## src/rtl/cpu_bus_arbiter_pkg.sv

```systemverilog
// Shared types and helpers for the CPU bus arbiter: FSM state codes,
// bus owner codes, watchdog width and the round-robin pick function.
package cpu_bus_arbiter_pkg;

    // Arbiter sequencing states; the fourth 2-bit code is unused and recovers to idle.
    typedef enum logic [1:0] {
        ARB_IDLE  = 2'd0,
        ARB_BEGIN = 2'd1,
        ARB_WAIT  = 2'd2
    } arb_state_e;

    // Which requester currently owns (or last owned) the external bus.
    typedef enum logic {
        OWN_FETCH = 1'b0,
        OWN_DATA  = 1'b1
    } owner_e;

    // Watchdog counter width; TIMEOUT must fit in it (1..255).
    localparam int unsigned WDOG_W = 8;

    // Round-robin pick: a lone requester wins; on a tie the one that did
    // not finish last wins. Result is only meaningful when a request exists.
    function automatic owner_e pick_owner(input logic   f_req,
                                          input logic   d_req,
                                          input owner_e last_grant);
        owner_e win;
        if (f_req && d_req) begin
            win = (last_grant == OWN_FETCH) ? OWN_DATA : OWN_FETCH;
        end else if (d_req) begin
            win = OWN_DATA;
        end else begin
            win = OWN_FETCH;
        end
        return win;
    endfunction

endpackage

```

## src/rtl/cpu_bus_arbiter_watchdog.sv

```systemverilog
// Transfer watchdog: counts WAIT cycles and flags the cycle in which the
// count reaches TIMEOUT-1 so the arbiter can abort a hung bus transfer.
module cpu_bus_watchdog
    import cpu_bus_arbiter_pkg::*;
#(
    parameter int unsigned TIMEOUT = 255
) (
    input  logic clk,
    input  logic reset,
    input  logic clear_i,
    input  logic enable_i,
    output logic expire_o
);

    localparam logic [WDOG_W-1:0] EXPIRE_AT = WDOG_W'(TIMEOUT - 1);
    localparam logic [WDOG_W-1:0] CNT_MAX   = {WDOG_W{1'b1}};
    localparam logic [WDOG_W-1:0] CNT_ONE   = WDOG_W'(1);

    logic [WDOG_W-1:0] cnt_q;
    logic [WDOG_W-1:0] cnt_d;

    // Next count: clear wins, otherwise count up while enabled and saturate.
    always_comb begin
        cnt_d = cnt_q;
        if (clear_i) begin
            cnt_d = {WDOG_W{1'b0}};
        end else if (enable_i && (cnt_q != CNT_MAX)) begin
            cnt_d = cnt_q + CNT_ONE;
        end else begin
            cnt_d = cnt_q;
        end
    end

    // Count register with synchronous reset.
    always_ff @(posedge clk) begin
        if (reset) begin
            cnt_q <= {WDOG_W{1'b0}};
        end else begin
            cnt_q <= cnt_d;
        end
    end

    assign expire_o = enable_i && (cnt_q == EXPIRE_AT);

endmodule

```

## src/rtl/cpu_bus_arbiter.sv

```systemverilog
// Two-port CPU bus arbiter: shares one memory/IO bus between instruction
// fetch (f) and load/store data (d), running the begin/wait/ready handshake
// for the granted requester with round-robin fairness and a watchdog abort.
module cpu_bus_arbiter
    import cpu_bus_arbiter_pkg::*;
#(
    parameter int unsigned ADDR_W  = 16,
    parameter int unsigned DATA_W  = 16,
    parameter int unsigned TIMEOUT = 255
) (
    input  logic              clk,
    input  logic              reset,
    input  logic              f_read,
    input  logic [ADDR_W-1:0] f_addr,
    output logic [DATA_W-1:0] f_rdata,
    output logic              f_done,
    input  logic              d_read,
    input  logic              d_write,
    input  logic [ADDR_W-1:0] d_addr,
    input  logic [DATA_W-1:0] d_wdata,
    output logic [DATA_W-1:0] d_rdata,
    output logic              d_done,
    output logic              mem_read,
    output logic              mem_write,
    output logic [ADDR_W-1:0] mem_addr,
    output logic [DATA_W-1:0] mem_wdata,
    input  logic [DATA_W-1:0] mem_rdata,
    input  logic              mem_ready,
    output logic              bus_err
);

    arb_state_e        state_q;
    owner_e            owner_q;
    owner_e            last_grant_q;
    logic              mem_read_q;
    logic              mem_write_q;
    logic [ADDR_W-1:0] mem_addr_q;
    logic [DATA_W-1:0] mem_wdata_q;
    logic [DATA_W-1:0] f_rdata_q;
    logic [DATA_W-1:0] d_rdata_q;
    logic              f_done_q;
    logic              d_done_q;
    logic              bus_err_q;

    logic              f_req_s;
    logic              d_req_s;
    logic              any_req_s;
    owner_e            grant_owner_s;
    logic              grant_write_s;
    logic [ADDR_W-1:0] grant_addr_s;
    logic [DATA_W-1:0] grant_wdata_s;
    logic              wd_clear_s;
    logic              wd_enable_s;
    logic              wd_expire_s;

    assign f_req_s       = f_read;
    assign d_req_s       = d_read | d_write;
    assign any_req_s     = f_req_s | d_req_s;
    assign grant_owner_s = pick_owner(f_req_s, d_req_s, last_grant_q);

    // Transfer parameters of the would-be winner; a data write beats a data read.
    always_comb begin
        grant_write_s = 1'b0;
        grant_addr_s  = f_addr;
        grant_wdata_s = {DATA_W{1'b0}};
        if (grant_owner_s == OWN_DATA) begin
            grant_write_s = d_write;
            grant_addr_s  = d_addr;
            grant_wdata_s = d_wdata;
        end else begin
            grant_write_s = 1'b0;
            grant_addr_s  = f_addr;
            grant_wdata_s = {DATA_W{1'b0}};
        end
    end

    // The watchdog only runs in WAIT and restarts from zero on every other state.
    always_comb begin
        wd_enable_s = 1'b0;
        wd_clear_s  = 1'b1;
        if (state_q == ARB_WAIT) begin
            wd_enable_s = 1'b1;
            wd_clear_s  = 1'b0;
        end else begin
            wd_enable_s = 1'b0;
            wd_clear_s  = 1'b1;
        end
    end

    cpu_bus_watchdog #(
        .TIMEOUT (TIMEOUT)
    ) u_watchdog (
        .clk      (clk),
        .reset    (reset),
        .clear_i  (wd_clear_s),
        .enable_i (wd_enable_s),
        .expire_o (wd_expire_s)
    );

    // Arbiter FSM with all bus and CPU-side outputs registered.
    always_ff @(posedge clk) begin
        if (reset) begin
            state_q      <= ARB_IDLE;
            owner_q      <= OWN_FETCH;
            last_grant_q <= OWN_FETCH;
            mem_read_q   <= 1'b0;
            mem_write_q  <= 1'b0;
            mem_addr_q   <= {ADDR_W{1'b0}};
            mem_wdata_q  <= {DATA_W{1'b0}};
            f_rdata_q    <= {DATA_W{1'b0}};
            d_rdata_q    <= {DATA_W{1'b0}};
            f_done_q     <= 1'b0;
            d_done_q     <= 1'b0;
            bus_err_q    <= 1'b0;
        end else begin
            f_done_q  <= 1'b0;
            d_done_q  <= 1'b0;
            bus_err_q <= 1'b0;
            case (state_q)
                ARB_IDLE: begin
                    if (any_req_s) begin
                        owner_q     <= grant_owner_s;
                        mem_read_q  <= ~grant_write_s;
                        mem_write_q <= grant_write_s;
                        mem_addr_q  <= grant_addr_s;
                        mem_wdata_q <= grant_wdata_s;
                        state_q     <= ARB_BEGIN;
                    end else begin
                        mem_read_q  <= 1'b0;
                        mem_write_q <= 1'b0;
                        state_q     <= ARB_IDLE;
                    end
                end
                ARB_BEGIN: begin
                    state_q <= ARB_WAIT;
                end
                ARB_WAIT: begin
                    if (mem_ready) begin
                        if (owner_q == OWN_DATA) begin
                            d_rdata_q <= mem_rdata;
                            d_done_q  <= 1'b1;
                        end else begin
                            f_rdata_q <= mem_rdata;
                            f_done_q  <= 1'b1;
                        end
                        mem_read_q   <= 1'b0;
                        mem_write_q  <= 1'b0;
                        last_grant_q <= owner_q;
                        state_q      <= ARB_IDLE;
                    end else if (wd_expire_s) begin
                        if (owner_q == OWN_DATA) begin
                            d_rdata_q <= {DATA_W{1'b0}};
                            d_done_q  <= 1'b1;
                        end else begin
                            f_rdata_q <= {DATA_W{1'b0}};
                            f_done_q  <= 1'b1;
                        end
                        bus_err_q    <= 1'b1;
                        mem_read_q   <= 1'b0;
                        mem_write_q  <= 1'b0;
                        last_grant_q <= owner_q;
                        state_q      <= ARB_IDLE;
                    end else begin
                        state_q <= ARB_WAIT;
                    end
                end
                default: begin
                    mem_read_q  <= 1'b0;
                    mem_write_q <= 1'b0;
                    state_q     <= ARB_IDLE;
                end
            endcase
        end
    end

    assign f_rdata   = f_rdata_q;
    assign f_done    = f_done_q;
    assign d_rdata   = d_rdata_q;
    assign d_done    = d_done_q;
    assign mem_read  = mem_read_q;
    assign mem_write = mem_write_q;
    assign mem_addr  = mem_addr_q;
    assign mem_wdata = mem_wdata_q;
    assign bus_err   = bus_err_q;

endmodule

```

## config.mk

```make
export PLATFORM = sky130hd
export DESIGN_NAME = cpu_bus_arbiter
export DESIGN_NICKNAME = d
export VERILOG_FILES = /design/src/rtl/cpu_bus_arbiter_pkg.sv /design/src/rtl/cpu_bus_arbiter_watchdog.sv /design/src/rtl/cpu_bus_arbiter.sv
export SDC_FILE = /design/constraint.sdc
export NUM_CORES = 1
export LEC_CHECK = 0
export CORE_MARGIN = 8
export CORE_UTILIZATION = 42
export CTS_BUF_LIST = sky130_fd_sc_hd__clkbuf_8
export DETAILED_ROUTE_END_ITERATION = 7
export PLACE_DENSITY_LB_ADDON = 0.12
export REMOVE_ABC_BUFFERS = 1
export SYNTH_ARGS = -nofsm -noshare
export SYNTH_HDL_FRONTEND = slang
export SYNTH_SLANG_ARGS = --single-unit
export TNS_END_PERCENT = 20
```

## constraint.sdc

```tcl
create_clock -name clk -period 1.9 [get_ports clk]
set_input_delay 0.38 -clock clk [delete_from_list [all_inputs] [get_ports clk]]
set_output_delay 0.38 -clock clk [all_outputs]
set_load 0.005 [all_outputs]
```

# Word level (Yosys, flattened, before mapping)
# Cells that the tools add are included.
# op_classes
n_addsub	1
eq_ne	5
mux	34
n_bitwise	6
reduce_logical	12
# ops
operator	n
16-bit 2-to-1 mux	10
1-bit 2-to-1 mux	19
8-bit by 1-bit adder with 8-bit output, second input constant	1
8-bit == test, second input constant	1
8-bit != test, second input constant	1
1-bit one-hot mux with 3 select lines	2
2-bit one-hot mux with 3 select lines	1
2-bit AND reduction	3
3-bit AND reduction	2
2-bit 2-to-1 mux	2
1-bit inverter	4
1-bit logical AND	3
3-bit by 2-bit != test with 1-bit output, second input constant	1
3-bit OR reduction	1
2-bit by 1-bit == test with 1-bit output, second input constant	1
2-bit == test, second input constant	1
2-bit zero test	1
1-bit bitwise OR	2
2-bit nonzero test	1
2-bit OR reduction	1
# totals
ff_bits	81
in_bits	70
out_inout_bits	69
word_cells	71

# Longest topological paths before layout
# Gate-level depths: netlist of the first run.
# logic_depth
ltp_word	7
mapped_depth	7
mapped_depth_nobuf	6

# Modules after synthesis
# Synthesis of the first run repeated with hierarchy kept, for this count alone.
# unflattened
hier_cells	366
hier_area_um2	3394.5
# modules_own_cells
mod	instances	cells_each	area_each_um2	seq_area_each_um2
cpu_bus_arbiter	1	315	2935.3	1461.4
cpu_bus_watchdog	1	51	459.2	160.2

# Worst setup path after synthesis of the first run
# Ideal clock, no wire load.
# synth_timing
kind	register to register
startpoint	reg u_watchdog.cnt_q[0]
endpoint	reg d_rdata_q[10] (netlist: d_rdata[10])
setup_ns	0.059
arrival_ns	1.588
slack_ns	0.254
stages_incl_launch_ff	8
n_path_buf	1
synth_period_minus_slack_ns	1.646
path_cell_list	dfxtp_1 > inv_1 > ha_1 > and3_1 > a21o_1 > a21oi_2 > buf_2 > a22o_1
# synth_via
elab_chain_len	4
# synth_rtl
item	line	text
from (decl)	cpu_bus_arbiter_watchdog.sv:19	logic [WDOG_W-1:0] cnt_q;
from (signal assigned)	cpu_bus_arbiter_watchdog.sv:37	cnt_q <= {WDOG_W{1'b0}};
from (signal assigned)	cpu_bus_arbiter_watchdog.sv:39	cnt_q <= cnt_d;
8-bit == test	cpu_bus_arbiter_watchdog.sv:43	assign expire_o = enable_i && (cnt_q == EXPIRE_AT);
1-bit logical AND	cpu_bus_arbiter_watchdog.sv:43	
2-bit nonzero test (no line)	--	
3-bit AND reduction (no line)	--	
to (signal assigned)	cpu_bus_arbiter.sv:111	d_rdata_q <= {DATA_W{1'b0}};
to (signal assigned)	cpu_bus_arbiter.sv:140	d_rdata_q <= mem_rdata;
to (signal assigned)	cpu_bus_arbiter.sv:152	d_rdata_q <= {DATA_W{1'b0}};
to (decl)	cpu_bus_arbiter.sv:40	logic [DATA_W-1:0] d_rdata_q;
# Every way passes these cells.
# A chain may end at the register's enable or synchronous reset.

# Worst setup path after layout of the first run
# layout_timing
startpoint	reg state_q[1]
endpoint	reg f_rdata_q[10] (netlist: f_rdata[10])
# layout_via
elab_chain_len	5
# layout_rtl
item	line	text
from (decl)	cpu_bus_arbiter.sv:32	arb_state_e state_q;
from (signal assigned)	cpu_bus_arbiter.sv:103	state_q <= ARB_IDLE;
from (signal assigned)	cpu_bus_arbiter.sv:127	state_q <= ARB_BEGIN;
from (signal assigned)	cpu_bus_arbiter.sv:131	state_q <= ARB_IDLE;
2-bit == test *	cpu_bus_arbiter.sv:81, cpu_bus_arbiter.sv:119	
1-bit 2-to-1 mux	cpu_bus_arbiter.sv:81	if (state_q == ARB_WAIT) begin
1-bit logical AND	cpu_bus_arbiter_watchdog.sv:43	
2-bit nonzero test (no line)	--	
3-bit AND reduction (no line) *	--	
to (signal assigned)	cpu_bus_arbiter.sv:110	f_rdata_q <= {DATA_W{1'b0}};
to (signal assigned)	cpu_bus_arbiter.sv:143	f_rdata_q <= mem_rdata;
to (signal assigned)	cpu_bus_arbiter.sv:155	f_rdata_q <= {DATA_W{1'b0}};
to (decl)	cpu_bus_arbiter.sv:39	logic [DATA_W-1:0] f_rdata_q;
# Mark *: on every way between the ends. The rest lies on a longest branch, timed or not.

==> qor.yml, run 1 <==
outcome:
  outcome: "finished clean"
floorplan:
  rows: 31
  fp.dieW_um: 101
  initial_core_util: 0.427
  placeableCoreArea_sq_mm: 0.00714
  ios: 139
  die_y_um: 101
  die_area_sq_mm: 0.0102
sta:
  setup_violations: 0
  finalCriticalPeriod_ns: 1.69
  tns_ns: 0
  worst_pin_slew_ns: 0.629
  max_freq_mhz: 591
  timing.final.crit_share: 0.890
  worst_slew_margin_rel: 0.579
  hold_violations: 0
  skew_ns: 0.0129
  slew_violations: 0
  rsz0062_at_grt: "false"
placement:
  gp_congestion: 0.754
  dp_hpwl_um: 6440
  io_buffers: 138
  placed_cells: 546
  post_dp_cell_area_sq_mm: 0.00458
critical_path:
  worstSetupPathType: "flop to flop"
  worstPathCellList: "or3b_4 > nor3b_4 > buf_4 > nand2_1 > a21oi_1"
  crit_path_max_fanout: 12
  cp.arrival_ns: 1.97
  crit_family: "simple AND/OR/NAND/NOR gates"
  cp-start-kind: "flop"
  worst-path-buf-inv: 1
  cp-end-kind: "flop"
  crit_path_max_incr_delay_ns: 0.52
  crit_slowest_cell: "or3b_4"
  critPathRequiredTime_ns: 2.17
cts:
  clkTransAtPathRegs_ns: 0.08
  insertion_delay_ns: 0.35
  cts_tree: "built"
  cts.path.max_buffers: 2
  cts-root-buf: "clkbuf_8"
  cts_num_sinks: 81
  post_cts_buffers: 0
  cts_buffers: 9
  h-tree-depth: 3
routing:
  wl_per_cell_um: 15.5
  vias_per_cell: 5.01
  drtPass1Iterations: 4
  drc: 0
  ant_nets: 0
  drt_iter0_markers: 77
  wl_um: 8710
  via_count: 2813
power_and_ir_drop:
  power.density_mw_per_mm2: 784
  switching_power_uw: 954
  vdd_drop_max_uv: 418
  p_sw_frac: 0.255
  power_frac_clock: 0.327
  power.internal_uw: 2790
  power.leakage_uw: 0.00174
  power.share.combinational: 0.179
  pwr-share-seq: 0.494
  finalPower_uw: 3750
synth:
  synth_top_area_frac: 0.532
  yosys_most_used_dff: "dfxtp_1"
  synth_edf_count: 0
  synth_common_cells: "dfxtp_1 (81), nor2_1 (46), nand2_1 (25), a21oi_1 (21)"
  async_flop_share: 0
  ys_ff_latch: 81
  yosysSeqAreaShare: 0.532
  netlist_instances: 316
  yosysUniqueCellTypes: 37
  syn_area_sq_mm: 0.00305
  yosys.area.top_type: "dfxtp_1"
  synth_warnings: 0
  avgSynthCellArea_sq_um: 9.65
  synth.most_common_cell: "dfxtp_1"
  synth.top_cells.by_area: "dfxtp_1 (53%), nor2_1 (5.7%), mux2i_1 (5.3%)"
global_routing:
  grtUsageTotal: 0.176
  grt_pass1_wl_um: 14300
  grt_pass1_vias: 2857
  overflow: 0
  antenna_found_initial: 0
  grt_max_degree: 57
finish:
  finalInstanceArea_sq_mm: 0.00478
  final_cells: 562
  fin_nets: 530
  drive_gt1_frac: 0.0778
  antenna_cells: 0
  area_delta_synth_final_pct: 56.8
  final_core_util: 0.670
flow_run:
  cap_violations: 0
min_path:
  hold_path.class: "primary input to flop"
==> cells in the final DEF (no fill, tap or decap), drive strengths merged, types with 2 or more instances in the layout <==
master / n
a211oi: 19
mux2i: 16
nor2: 47
buf: 13
xnor2: 5
o21ai: 19
ha: 2
clkbuf: 9
nor2b: 3
a22o: 16
clkinvlp: 3
dfxtp: 81
a22oi: 16
a21oi: 23
nand2: 25
inv: 3
nand4: 2
clkdlybuf4s50: 137
nand3: 2
nor3: 6
==> repair_timing <==
item / in CTS / in global routing
hold buffers: 0 / 0
setup endpoints to repair: 0 / 9
gates resized for setup: 0 / 1
==> worst min-delay path: cells and delay by family <==
kind,cells,cell delay [ns]
buffers and inverters,1,0.09
AND/OR/NAND/NOR,2,0.29
==> logic make-up after synthesis <==
| group | after synthesis | synth area share |
|---|---|---|
| AO/OA/AOI/OAI | 99 | 0.223 |
| XOR/XNOR | 5 | 0.0144 |
| adder cells (fa/ha/maj) | 2 | 0.00820 |
| buffers and inverters | 20 | 0.0324 |
| flip-flops | 81 | 0.532 |
| multiplexers | 16 | 0.0525 |
| AND/OR/NAND/NOR | 93 | 0.138 |
==> power groups by stage <==
stage / logic [uW] / registers, uW / clock network [uW]
4_1_cts: 680 / 1850 / 1250
5_1_grt: 739 / 1870 / 1330
6_report: 671 / 1850 / 1220
3_5_place_dp: 676 / 1890 / 0
2_1_floorplan: 225 / 1890 / 0
3_3_place_gp: 666 / 1890 / 0
==> per-stage QoR <==
step / hold WS, ns / setup WS (ns)
finish: 0.460 / 0.208
global route: 0.467 / 0.0417
CTS: 0.450 / 0.126
detailed placement: 0.457 / -0.243
global placement: 0.456 / -0.161
floorplan: 0.449 / 0.170
==> state kept, by name (all words and copies together), names as in the netlist <==
signal / flops
d_rdata: 16
f_rdata: 16
f_done: 1
mem_read: 1
mem_write: 1
u_watchdog.cnt_q: 8
state_q: 2
last_grant_q: 1
owner_q: 1
d_done: 1
mem_addr: 16
mem_wdata: 16
bus_err: 1
==> cell type report <==
| type | instances | area [sq um] |
|---|---|---|
| inverters | 1 | 3.75 |
| clock buffers | 9 | 124 |
| flip-flops and latches | 81 | 1620 |
| well taps | 99 | 124 |
| multi-input cells | 215 | 1340 |
| fillers | 601 | 2350 |
| repair buffers | 150 | 1500 |
| clock inverters | 7 | 70.1 |
==> metal layers <==
| layer | up-vias | part of all wire | track usage | wire length [um] |
|---|---|---|---|---|
| met5 | - | 0 | 0 | 0 |
| met4 | 0 | 0.010 | 0.0619 | 89 |
| met3 | 7 | 0.11 | 0.0866 | 977 |
| met2 | 110 | 0.41 | 0.255 | 3600 |
| met1 | 1273 | 0.46 | 0.221 | 4050 |
| li1 | 1423 | - | - | - |
==> final timing paths <==
| check | startpoint | to | slack, ns | cells past startpoint |
|---|---|---|---|---|
| setup reg to reg | state_q[1] | f_rdata[10] | 0.21 | 5 |
| hold reg to reg | f_rdata[0] | f_rdata[0] | 0.48 | 2 |
| setup / recovery | state_q[1] | f_rdata[10] | 0.21 | 5 |
| hold / removal | reset | u_watchdog.cnt_q[4] | 0.46 | 3 |
No activity file was read; power rests on OpenSTA's default activity.
==> inputs of run 2 (changes only) <==
Settings changed: CORE_ASPECT_RATIO from default to 0.5, RECOVER_POWER from default to 50.
==> qor.yml, run 2 (synthesized netlist as in run 1, its figures left out) <==
outcome:
  outcome: "finished clean"  # unchanged
cts:
  cts.path.max_buffers: 2  # unchanged
  clkTransAtPathRegs_ns: 0.08  # about the same
  h-tree-depth: 3  # unchanged
  insertion_delay_ns: 0.36  # was 0.35 ns
  cts_hold_buf: 0  # unchanged
  cts-root-buf: "clkbuf_8"  # unchanged
  post_cts_buffers: 0  # unchanged
  cts_tree: "built"  # unchanged
  cts_resized: 0  # unchanged
  cts_buffers: 9  # unchanged
  cts_num_sinks: 81  # unchanged
global_routing:
  grt_pass1_wl_um: 14400  # was 14300 um
  grt_pass1_vias: 2910  # was 2857
  grtUsageTotal: 0.171  # was 0.176
  overflow: 0  # unchanged
  antenna_found_initial: 0  # unchanged
  grt_max_degree: 57  # unchanged
sta:
  skew_ns: 0.00670  # was 0.0129 ns
  tns_ns: 0  # unchanged
  timing.final.crit_share: 0.929  # was 0.890
  finalCriticalPeriod_ns: 1.77  # was 1.69 ns
  slew_violations: 0  # unchanged
  rsz0062_at_grt: "false"  # unchanged
  worst_pin_slew_ns: 0.969  # was 0.629 ns
  worst_slew_margin_rel: 0.350  # was 0.579
  max_freq_mhz: 566  # was 591 MHz
  hold_violations: 0  # unchanged
  setup_violations: 0  # unchanged
routing:
  drc: 0  # unchanged
  ant_nets: 0  # unchanged
  drtPass1Iterations: 5  # was 4
  drt_iter0_markers: 87  # was 77
  wl_per_cell_um: 16.0  # was 15.5 um
  vias_per_cell: 5.10  # was 5.01
  wl_um: 8910  # was 8710 um
  via_count: 2847  # was 2813
finish:
  multi_input_area_sq_mm: 0.00133  # was 0.00134 sq mm
  seqCellArea_sq_mm: 0.00162  # unchanged
  final_core_util: 0.663  # was 0.670
  nFillCells: 584  # was 601
  finalInstanceArea_sq_mm: 0.00476  # was 0.00478 sq mm
  final_common_cell: "clkdlybuf4s50_1"  # unchanged
  fin_nets: 529  # was 530
  antenna_cells: 0  # unchanged
  drive_gt1_frac: 0.0736  # was 0.0778
  final_cell_mix: "clkdlybuf4s50_1 (90), dfxtp_1 (81), dlygate4sd3_1 (47)"  # was clkdlybuf4s50_1 (137), dfxtp_1 (81), nor2_1 (46)
  area_delta_synth_final_pct: 56.2  # was 56.8%
floorplan:
  initial_core_util: 0.425  # was 0.427
  rows: 22  # was 31
  die_area_sq_mm: 0.0104  # was 0.0102 sq mm
  die_y_um: 76.3  # was 101 um
  placeableCoreArea_sq_mm: 0.00718  # was 0.00714 sq mm
  ios: 139  # unchanged
  fp.dieW_um: 137  # was 101 um
min_path:
  hold_path.class: "flop to flop"  # was primary input to flop
  whs_path_depth: 1  # was 3
critical_path:
  worstPathCellList: "or3b_1 > nor3b_4 > buf_12 > nand2_1 > a21oi_1"  # was or3b_4 > nor3b_4 > buf_4 > nand2_1 > a21oi_1
  worst-path-buf-inv: 1  # unchanged
  crit_family: "simple AND/OR/NAND/NOR gates"  # unchanged
  crit_slowest_cell: "or3b_1"  # was or3b_4
  ff2ff_path_depth: 5  # unchanged
  crit_path_max_fanout: 16  # was 12
  cp-end-kind: "flop"  # unchanged
  cp_num_cells: 5  # unchanged
  cp-start-kind: "flop"  # unchanged
  worstSetupPathType: "flop to flop"  # unchanged
  critPathRequiredTime_ns: 2.18  # was 2.17 ns
  crit_path_max_incr_delay_ns: 0.59  # was 0.52 ns
  cp.arrival_ns: 2.05  # was 1.97 ns
placement:
  io_buffers: 138  # unchanged
  post_dp_cell_area_sq_mm: 0.00457  # was 0.00458 sq mm
  dp_hpwl_um: 6610  # was 6440 um
  gp_congestion: 0.725  # was 0.754
power_and_ir_drop:
  finalPower_uw: 3750  # about the same
  power.leakage_uw: 0.00188  # was 0.00174 uW
  vdd_drop_max_uv: 400  # was 418 uV
  power.density_mw_per_mm2: 787  # was 784 mW/mm^2
flow_run:
  cap_violations: 0  # unchanged
## run 2: layer usage
metal / up-vias / global-route usage / part of all wire
li1: 1417 / - / -
met1: 1301 / 0.193 / 0.42
met2: 114 / 0.269 / 0.45
met3: 15 / 0.0921 / 0.11
met4: 0 / 0.0631 / 0.022
met5: - / 0 / 0
## run 2: final timing paths
| path | startpoint | end | slack [ns] |
|---|---|---|---|
| setup / recovery | state_q[1] | f_rdata[1] | 0.13 |
| hold / removal | d_rdata[10] | d_rdata[10] | 0.47 |
| setup reg to reg | state_q[1] | f_rdata[1] | 0.13 |
| hold reg to reg | d_rdata[10] | d_rdata[10] | 0.47 |
## run 2: power breakdown
part	internal, uW	leakage (uW)	switching, uW
logic	377	0.00112	277
clock network	633	0.0000995	608
registers	1790	0.000661	58.8
total	2800	0.00188	944
## run 2: cell type report
| cell class | instances | share of cell area |
|---|---|---|
| Clock buffer | 10 | 0.0289 |
| Clock inverter | 6 | 0.0123 |
| Inverter | 1 | 0.000788 |
| Multi-Input combinational cell | 215 | 0.279 |
| Sequential cell | 81 | 0.340 |
| Tap cell | 96 | 0.0252 |
| Timing Repair Buffer | 149 | 0.314 |
## run 2: worst reg2reg max path, stage by stage, from the launching register on
cell and delay [ns]:
dfxtp_1 0.45, or3b_1 0.59, nor3b_4 0.30, buf_12 0.17, nand2_1 0.07, a21oi_1 0.13
## run 2: through the flow
stage	std cells	setup WS [ns]	hold slack, ns
global route	558	0.0121	0.488
detailed placement	542	-0.207	0.455
finish	558	0.134	0.468
floorplan	297	0.170	0.449
CTS	558	0.191	0.467
global placement	542	-0.0740	0.454
